<file path="config.mk">
export PLATFORM = sky130hd
export DESIGN_NAME = lsu_ahb_swc
export DESIGN_NICKNAME = d
export VERILOG_FILES = /design/src/rtl/lsu_swc_pkg.sv /design/src/rtl/lsu_lane_swc.sv /design/src/rtl/lsu_ahb_swc.sv
export SDC_FILE = /design/constraint.sdc
export NUM_CORES = 1
export LEC_CHECK = 0
export ABC_AREA = 1
export BUFFER_PORTS_ARGS = -buffer_cell sky130_fd_sc_hd__buf_2
export CAP_MARGIN = 20
export CELL_PAD_IN_SITES_DETAIL_PLACEMENT = 0
export CELL_PAD_IN_SITES_GLOBAL_PLACEMENT = 1
export CORE_ASPECT_RATIO = 0.5
export CORE_MARGIN = 2
export CORE_UTILIZATION = 33
export CTS_BUF_LIST = sky130_fd_sc_hd__clkbuf_4 sky130_fd_sc_hd__clkbuf_8
export DETAILED_ROUTE_END_ITERATION = 12
export GPL_TIMING_DRIVEN = 0
export PLACE_DENSITY_LB_ADDON = 0.05
export SYNTH_ARGS = -nofsm -noshare
export SYNTH_HDL_FRONTEND = slang
export SYNTH_SLANG_ARGS = --single-unit
export TNS_END_PERCENT = 100
</file>
<file path="constraint.sdc">
create_clock -name hclk -period 3.7 [get_ports hclk]
set_clock_uncertainty 0.1 [all_clocks]
set_input_delay 0.555 -clock hclk [delete_from_list [all_inputs] [get_ports hclk]]
set_output_delay 0.555 -clock hclk [all_outputs]
set_load 0.01 [all_outputs]
</file>
<file path="src/rtl/lsu_swc_pkg.sv">
// Shared definitions for the lsu_ahb_swc load/store unit.
// Contents: access-size encodings, AHB-Lite HTRANS/HBURST constants, the FSM
// state enum, and an alignment helper used when a request is accepted.
package lsu_swc_pkg;

  localparam logic [1:0] SZ_BYTE = 2'b00;
  localparam logic [1:0] SZ_HALF = 2'b01;
  localparam logic [1:0] SZ_WORD = 2'b10;
  localparam logic [1:0] SZ_ILL  = 2'b11;

  localparam logic [1:0] HTRANS_IDLE   = 2'b00;
  localparam logic [1:0] HTRANS_NONSEQ = 2'b10;

  localparam logic [2:0] HBURST_SINGLE = 3'b000;

  typedef enum logic [1:0] {
    ST_IDLE = 2'b00,
    ST_ADDR = 2'b01,
    ST_DATA = 2'b10,
    ST_WB   = 2'b11
  } lsu_state_t;

  // Natural alignment check; the illegal size encoding never passes.
  function automatic logic is_aligned(input logic [1:0] size, input logic [1:0] ea_lo);
    logic ok;
    case (size)
      SZ_BYTE: ok = 1'b1;
      SZ_HALF: ok = (ea_lo[0] == 1'b0);
      SZ_WORD: ok = (ea_lo == 2'b00);
      default: ok = 1'b0;
    endcase
    return ok;
  endfunction

endpackage

</file>
<file path="src/rtl/lsu_lane_swc.sv">
// Byte-lane steering for the load/store unit (purely combinational).
// Ports:
//   size       access size (byte/half/word)
//   ea_lo      low two bits of the effective address
//   sext       1 = sign-extend the extracted load value
//   store_data right-aligned store data from the EXU
//   rdata      raw AHB read data
//   store_rep  store data replicated across all byte lanes
//   load_val   selected lane of rdata, zero/sign extended to 32 bits
module lsu_lane_swc
  import lsu_swc_pkg::*;
(
  input  logic [1:0]  size,
  input  logic [1:0]  ea_lo,
  input  logic        sext,
  input  logic [31:0] store_data,
  input  logic [31:0] rdata,
  output logic [31:0] store_rep,
  output logic [31:0] load_val
);

  logic [7:0]  byte_sel;
  logic [15:0] half_sel;

  // Replication lets the slave pick the lane from haddr, so no byte strobes
  // are needed on the bus.
  always_comb begin
    store_rep = store_data;
    case (size)
      SZ_BYTE: store_rep = {4{store_data[7:0]}};
      SZ_HALF: store_rep = {2{store_data[15:0]}};
      default: store_rep = store_data;
    endcase
  end

  always_comb begin
    byte_sel = rdata[7:0];
    case (ea_lo)
      2'b00:   byte_sel = rdata[7:0];
      2'b01:   byte_sel = rdata[15:8];
      2'b10:   byte_sel = rdata[23:16];
      default: byte_sel = rdata[31:24];
    endcase
    half_sel = ea_lo[1] ? rdata[31:16] : rdata[15:0];

    load_val = rdata;
    case (size)
      SZ_BYTE: load_val = {{24{sext & byte_sel[7]}}, byte_sel};
      SZ_HALF: load_val = {{16{sext & half_sel[15]}}, half_sel};
      default: load_val = rdata;
    endcase
  end

endmodule

</file>
<file path="src/rtl/lsu_ahb_swc.sv">
// Load/store unit: turns one-cycle EXU load/store requests into single
// AHB-Lite transfers, steers byte lanes, extends load data and writes the
// result back to the register file.
// Ports:
//   hclk, hrst            clock, asynchronous active-high reset
//   exu_load_*            load request (ea = base + offset)
//   exu_store_*           store request (store wins if both pulse together)
//   haddr..hwdata         AHB-Lite master outputs (all registered)
//   hrdata, hready, hresp AHB-Lite slave responses
//   lsu_reg_*             register-file writeback
//   lsu_busy              high while a transfer is in flight; EXU must stall
//   lsu_misalign          pulse: misaligned / illegal-size request dropped
//   lsu_bus_err           pulse: error response in data phase
module lsu_ahb_swc
  import lsu_swc_pkg::*;
#(
  parameter int         XLEN      = 32,
  parameter logic [3:0] HPROT_VAL = 4'b0011
) (
  input  logic            hclk,
  input  logic            hrst,
  input  logic            exu_load_en,
  input  logic [4:0]      exu_load_rd,
  input  logic [XLEN-1:0] exu_load_base_addr,
  input  logic [XLEN-1:0] exu_load_offset,
  input  logic            exu_load_sext,
  input  logic [1:0]      exu_load_size,
  input  logic            exu_store_en,
  input  logic [XLEN-1:0] exu_store_addr,
  input  logic [XLEN-1:0] exu_store_data,
  input  logic [1:0]      exu_store_size,
  output logic [XLEN-1:0] haddr,
  output logic [1:0]      htrans,
  output logic            hwrite,
  output logic [2:0]      hsize,
  output logic [2:0]      hburst,
  output logic [3:0]      hprot,
  output logic [XLEN-1:0] hwdata,
  input  logic [XLEN-1:0] hrdata,
  input  logic            hready,
  input  logic            hresp,
  output logic [4:0]      lsu_reg_waddr,
  output logic [XLEN-1:0] lsu_reg_wdata,
  output logic            lsu_reg_wen,
  output logic            lsu_busy,
  output logic            lsu_misalign,
  output logic            lsu_bus_err
);

  lsu_state_t state;

  // Request decode at acceptance; the store takes priority over the load.
  logic            req_valid;
  logic            req_store;
  logic [XLEN-1:0] req_ea;
  logic [1:0]      req_size;

  assign req_valid = exu_load_en | exu_store_en;
  assign req_store = exu_store_en;
  assign req_ea    = exu_store_en ? exu_store_addr : (exu_load_base_addr + exu_load_offset);
  assign req_size  = exu_store_en ? exu_store_size : exu_load_size;

  // Per-transfer context. Size and ea[1:0] are recovered from the held
  // hsize/haddr, so only rd, sext and the store data need capturing here.
  logic [4:0]      lat_rd;
  logic            lat_sext;
  logic [XLEN-1:0] lat_sdata;

  always_ff @(posedge hclk) begin
    if (state == ST_IDLE) begin
      lat_rd    <= exu_load_rd;
      lat_sext  <= exu_load_sext;
      lat_sdata <= exu_store_data;
    end
  end

  logic [XLEN-1:0] store_rep;
  logic [XLEN-1:0] load_val;

  lsu_lane_swc u_lane (
    .size       (hsize[1:0]),
    .ea_lo      (haddr[1:0]),
    .sext       (lat_sext),
    .store_data (lat_sdata),
    .rdata      (hrdata),
    .store_rep  (store_rep),
    .load_val   (load_val)
  );

  assign hburst = HBURST_SINGLE;
  assign hprot  = HPROT_VAL;

  always_ff @(posedge hclk or posedge hrst) begin
    if (hrst) begin
      state         <= ST_IDLE;
      htrans        <= HTRANS_IDLE;
      haddr         <= '0;
      hwrite        <= 1'b0;
      hsize         <= 3'b000;
      hwdata        <= '0;
      lsu_reg_waddr <= 5'd0;
      lsu_reg_wdata <= '0;
      lsu_reg_wen   <= 1'b0;
      lsu_busy      <= 1'b0;
      lsu_misalign  <= 1'b0;
      lsu_bus_err   <= 1'b0;
    end else begin
      lsu_misalign <= 1'b0;
      lsu_bus_err  <= 1'b0;
      lsu_reg_wen  <= 1'b0;
      case (state)
        ST_IDLE: begin
          if (req_valid) begin
            if (is_aligned(req_size, req_ea[1:0])) begin
              htrans   <= HTRANS_NONSEQ;
              haddr    <= req_ea;
              hwrite   <= req_store;
              hsize    <= {1'b0, req_size};
              lsu_busy <= 1'b1;
              state    <= ST_ADDR;
            end else begin
              lsu_misalign <= 1'b1;
            end
          end
        end
        ST_ADDR: begin
          if (hready) begin
            htrans <= HTRANS_IDLE;
            if (hwrite) hwdata <= store_rep;
            state  <= ST_DATA;
          end
        end
        ST_DATA: begin
          if (hready) begin
            if (hresp) begin
              lsu_bus_err <= 1'b1;
              lsu_busy    <= 1'b0;
              state       <= ST_IDLE;
            end else if (!hwrite) begin
              lsu_reg_wdata <= load_val;
              lsu_reg_waddr <= lat_rd;
              // x0 is hardwired; the data is still captured but not written.
              lsu_reg_wen   <= (lat_rd != 5'd0);
              state         <= ST_WB;
            end else begin
              lsu_busy <= 1'b0;
              state    <= ST_IDLE;
            end
          end
        end
        ST_WB: begin
          lsu_busy <= 1'b0;
          state    <= ST_IDLE;
        end
        default: begin
          htrans   <= HTRANS_IDLE;
          lsu_busy <= 1'b0;
          state    <= ST_IDLE;
        end
      endcase
    end
  end

endmodule

</file>
# After elaboration in Yosys (flattened, before gate mapping)
# Index checks and enable logic that the tools add are counted.
# totals
reg_bits	150
inputBits	176
elab_cells	85
out_inout_bits	118
# classes
add_sub_neg	1
n_reduce_logical	14
n_bitwise	6
n_mux	36
n_eq_ne	13
# op_table
cell	n
$pmux W32 S2	2
$add A32 B32 Y32	1
$mux W32	1
$pmux W8 S3	1
$mux W2	10
$mux W1	17
$mux W16	1
$reduce_and A4 Y1	3
$logic_not A2 Y1	5
$eq A2 B1 Y1 const B	4
$eq A2 B2 Y1 const B	4
$pmux W2 S4	1
$ne A2 B2 Y1 const B	3
$pmux W1 S3	2
$reduce_and A3 Y1	2
$reduce_and A5 Y1	1
$reduce_bool A5 Y1	1
$pmux W2 S2	1
$ne A3 B3 Y1 const B	1
$not A1 Y1	3
$reduce_bool A3 Y1	1
$and A1 B1 Y1	2
$ne A2 B1 Y1 const B	1
$reduce_bool A2 Y1	1
$or A1 B1 Y1	1

# Depth between registers and ports, before layout
# logic_depth
depth_word	9
mapped_depth	15
depth_no_buf	15

# Cells and area by module
# Synthesis repeated with hierarchy kept, for this count alone.
# unflattened
cells_unflattened	1193
hier_area_um2	9339.0
# modules_own_cells
module	area_each_um2	instances	seq_area_each_um2	cells_per_inst
lsu_ahb_swc	8144.1	1	3918.8	962
lsu_lane_swc	1194.9	1	0.0	231

# Least setup slack after synthesis
# Ideal clock, no wire load.
# synth_path
path_type	register to register
startpoint	register state[1]
endpoint	register state[0]
slack_ns	0.896
t_arrival_ns	2.576
stages_incl_launch_ff	5
required_ns	3.472
setup_ns	0.128
n_path_buf	0
period_less_slack_ns	2.804
path_cell_list	dfrtp_1 nor2_1 nand2_1 nand4_1 o21ai_0
# synth_via
elab_chain_cells	3
word_cells_on_any_way	10
classes_between	eq/ne: 7; mux: 1; reduce/logical: 2
# synth_lines
item	line	rtl
from (decl)	lsu_ahb_swc.sv:50	lsu_state_t state;
from (signal assigned)	lsu_ahb_swc.sv:95	state <= ST_IDLE;
from (signal assigned)	lsu_ahb_swc.sv:120	state <= ST_ADDR;
from (signal assigned)	lsu_ahb_swc.sv:130	state <= ST_DATA;
$eq A2 B1 Y1, or another cell as far along	lsu_ahb_swc.sv:111	case (state)
$ne A2 B2 Y1 (no source line) / $ne A2 B1 Y1 (equally long branches)	-	
$reduce_and A4 Y1 (no source line)	-	
# Parallel ways exist; a longest one is shown, timed or not.
# A chain may end at the register's enable or synchronous reset.

# Final worst setup path
# layout_path
startpoint	input exu_load_base_addr[0]
endpoint	register haddr[16]
# layout_via
elab_chain_cells	7
word_cells_on_any_way	8
classes_between	add/sub: 1; mux: 4; bitwise: 1; reduce/logical: 2
# layout_lines
item	line	rtl
from (decl)	lsu_ahb_swc.sv:24	input logic [XLEN-1:0] exu_load_base_addr,
$add A32 B32 Y32 (*)	lsu_ahb_swc.sv:60	assign req_ea = exu_store_en ? exu_store_addr : (exu_load_base_addr + exu_load_offset);
$mux W32 (*)	lsu_ahb_swc.sv:60	
$logic_not A2 Y1 / $not A1 Y1 (equally long branches)	lsu_swc_pkg.sv:29, lsu_swc_pkg.sv:28	
$pmux W1 S3	lsu_swc_pkg.sv:26	case (size)
$mux W1	lsu_ahb_swc.sv:113	if (req_valid) begin
$mux W1	lsu_ahb_swc.sv:111	
$reduce_and A3 Y1 (no source line)	-	
to (signal assigned)	lsu_ahb_swc.sv:116	haddr <= req_ea;
to (decl)	lsu_ahb_swc.sv:32	output logic [XLEN-1:0] haddr,
# Every way passes the cells marked *; elsewhere a longest branch is shown, timed or not. The select of a mux whose other input is x is not followed.

==> reports/qor.csv <==
stage,metric,value,unit
status,status,finished clean,
worst_setup_path,Worst Path Buf+Inv,2,
floorplan,Rows,42,
worst_setup_path,"slowest stage cell, crit path",fa_1,
grt,global-route usage over all layers,21.44,%
sta,Slew HR,53.69,%
layout,register area,3919,sq um
pwr,VDD IR max,341.7,uV
floorplan,die width,236.0,um
floorplan,initial core utilization,33.59,%
layout,P&R area growth vs syn,26.45,%
pwr,Pint,4.218,mW
drt,initial detailed-routing violation count,637,
logic_synthesis,Post-synth EDFFs,38,
placement,detailed placer's ending HPWL,24260,um
drt,Via Count,8798,
grt,initial antenna violation count,2,
worst_setup_path,worst-case reg-to-reg path depth,8,
clock_tree,TritonCTS Buffers,17,
floorplan,Die Area,28310,sq um
grt,largest net degree at the start of global routing,79,
clock_tree,postcts setup bufs,0,
clock_tree,"Reg clk slew, reported paths",0.09,ns
sta,final hold vios,0,
sta,FMAX,428.2,MHz
layout,area of the multi-input gates,4134,sq um
sta,crit path time final,2.336,ns
layout,design area,11230,sq um
logic_synthesis,asr flop ratio synth,74.50,%
clock_tree,cts repair resizes,0,
pwr,Lkg Pwr,6.174,nW
logic_synthesis,leading area contributor after synthesis,dfrtp_1,
grt,"Remaining Overflow, GRT",0,
worst_setup_path,delay of the slowest critical-path stage,0.49,ns
grt,vias in the first global route,8674,
sta,RSZ-0062 raised after global routing,false,
worst_setup_path,"Critical Path, Cell by Cell",buf_2 > ha_1 > fa_1 > or2_1 > o21ai_1 > nand2_1 > nand2_2 > nand3_4 > buf_2 > nor2_1 > nand2_1 > nand2_1,
worst_setup_path,Critical Path RT,4.00,ns
placement,Routability Congestion,0.8631,
worst_setup_path,Stages on worst setup path,12,
logic_synthesis,synth top area cells,"dfrtp_1 (31%), nand2_1 (18%), edfxtp_1 (13%)",
floorplan,die span in y,120.0,um
worst_setup_path,top cell family by delay on the critical path,simple AND/OR/NAND/NOR gates,
drt,DRT antenna net count,0,
layout,Fill cells,2815,
worst_setup_path,startpoint types,input pin,
sta,final-report max-slew violation count,0,
clock_tree,worst-case clock buffer depth,2,
worst_setup_path,R2R Setup Slk,1.71,ns
pwr,Clock power frac,17.0,%
clock_tree,# hold bufs at CTS,1,
worst_setup_path,crit path kind,in -> reg,
drt,number of remaining DRC errors,0,
pwr,switching share of power,42.78,%
drt,via/cell ratio,4.675,
logic_synthesis,sequential-to-total area share from yosys stat,44.14,%
logic_synthesis,synthesis warning total,0,
drt,wire length per cell,16.01,um
worst_setup_path,crit end category,register,
logic_synthesis,synth unique cells,50,
logic_synthesis,ys flop type,dfrtp_1,
worst_setup_path,FF-to-FF End,lsu_reg_wdata[14],
drt,First-pass DRT Iterations,6,
sta,WHS,0.1623,ns
placement,I/O Buffers,283,
worst_setup_path,worst setup path endpoint,haddr[16],
sta,final setup violation count,0,
worst_setup_path,Setup crit start,exu_load_base_addr[0],
hold_path,Min-Delay Path Class,in -> reg,
logic_synthesis,Synth Area per Inst,7.380,sq um
floorplan,number of I/O pins,294,
pwr,pwr/cell area,656.7,nW/um^2
worst_setup_path,"most used cell, CP",nand2_1,
placement,placed cell area,10830,sq um
clock_tree,CTS sink count,149,
worst_setup_path,worst-path maximum fanout,10,
hold_path,Hold Crit Start,exu_store_data[7],
worst_setup_path,worst path arrival time,2.64,ns
clock_tree,root buffer cell,clkbuf_8,
drt,"wirelength, routed",30130,um
clock_tree,CTS tree,done,
logic_synthesis,Syn Std Cell Area,8879,sq um
pwr,Net Switching,3.154,mW
sta,Final Cycle Share,63.13,%
clock_tree,H-Tree Level Count,4,
layout,Nets,1723,
logic_synthesis,Yosys top cell area share,31.29,%
logic_synthesis,Synth Register Bits,149,
clock_tree,latest clock arrival within the worst-skew pair,0.46,ns
run,max_cap viols,0,
worst_setup_path,FF-to-FF Start,hsize[1],
logic_synthesis,cell count after synthesis,1203,
pwr,Seq pwr share,39.3,%
floorplan,Core Area,26430,sq um
grt,first-pass GRT wire length,46910,um
sta,Least-Margin Pin Slew,0.6946,ns
layout,ratio of cells with drive above 1 in the final layout,24.28,%
pwr,Comb pwr share,43.8,%
[registers in the layout, summed over array words and instances (netlist names), 2 cells and up]
name           cells
haddr             32
hsize              2
hwdata            32
lat_rd             5
lat_sdata         32
lsu_reg_waddr      5
lsu_reg_wdata     32
state              2
[power groups by stage]
| stage | combinational (mW) | clock, mW | sequential, mW |
|---|---|---|---|
| after floorplan | 1.61 | 0 | 3.13 |
| after global placement | 3.17 | 0 | 2.92 |
| after detailed placement | 3.26 | 0 | 2.92 |
| after CTS | 3.27 | 1.29 | 2.89 |
| after global routing | 3.62 | 1.35 | 2.98 |
| final | 3.23 | 1.25 | 2.89 |
[cell families (layout without fill, tap and decap cells)]
group | after synthesis | after routing | share of synthesized area [%]
DFF | 149 | 149 | 44.14
AOI/OAI and AO/OA | 190 | 190 | 12.43
other | 2 | 11 | 0.08459
muxes | 3 | 3 | 0.3382
xor gates and xnor gates | 11 | 11 | 1.085
adders and majority gates | 32 | 32 | 4.594
buffers and inverters | 199 | 517 | 9.681
and+or+nand+nor | 617 | 617 | 27.65
[through the flow]
stage          setup slack [ns]  total power, mW  setup TNS [ns]  std cells  util (%)
2_1_floorplan            0.1143            4.735               0       1210         -
5_1_grt                   1.200            7.960               0       1882     42.47
6_report                  1.364            7.373               0       1882     42.47
3_5_place_dp             0.8828            6.180               0       1847     40.97
3_3_place_gp             -1.494            6.093         -165.72       1845     40.71
4_1_cts                   1.375            7.455               0       1880     42.45
[Yosys cell counts, types with 2 or more instances]
cell      number
nand2_1      414
inv_1        146
nor2_1       138
dfrtp_1      111
a21oi_1       65
o21ai_0       57
nand3_1       43
edfxtp_1      38
ha_1          31
a31oi_1       17
buf_2         15
buf_4         15
clkbuf_1      12
xor2_1        10
a41oi_1        8
nor3_1         7
o21ai_1        7
o22ai_1        7
o211ai_1       6
o221ai_1       6
a22oi_1        4
inv_2          4
nand4_1        4
buf_6          3
mux2i_1        3
o21ai_2        3
o21bai_1       3
a211oi_1       2
conb_1         2
nand3_2        2
[cells in the final DEF (no fill, tap or decap), drive strengths merged, types with 3 or more instances in the layout]
master / n
edfxtp: 38
o21ai: 67
nand4: 4
dfrtp: 111
o211ai: 6
clkinv: 5
buf: 320
xor2: 10
mux2i: 3
clkbuf: 30
nor2: 140
a21oi: 65
ha: 31
a31oi: 17
conb: 9
nor3: 7
inv: 158
a22oi: 4
nand3: 46
a41oi: 8
o22ai: 7
nand2: 416
o21bai: 3
o221ai: 7
[layer usage]
layer | wire length, um | global-route usage [%] | up-vias
li1 | - | - | 4467
met1 | 14020 | 28.34 | 4081
met2 | 14660 | 37.21 | 218
met3 | 953 | 2.047 | 32
met4 | 507 | 6.927 | 0
met5 | 0 | 0 | -
[layout make-up]
| type | count | area share (%) |
|---|---|---|
| multi-input cells | 862 | 36.82 |
| flip-flops and latches | 149 | 34.90 |
| repair buffers | 286 | 13.20 |
| inverters | 152 | 5.160 |
| well taps | 352 | 3.923 |
| plain buffers | 47 | 2.541 |
| clock buffers | 18 | 2.151 |
| clock inverters | 14 | 1.259 |
| diodes | 2 | 0.04458 |
[worst min path at each step]
| stage | to | slack [ns] | cells past startpoint |
|---|---|---|---|
| floorplan | lsu_reg_waddr[4] | 0.34 | 2 |
| global placement | haddr[28] | 0.36 | 2 |
| detailed placement | haddr[14] | 0.36 | 2 |
| CTS | lat_rd[0] | 0.12 | 1 |
| global route | lat_rd[0] | 0.13 | 1 |
| finish | lat_sdata[7] | 0.16 | 1 |
Note: power is estimated with default switching activity, not from simulation.
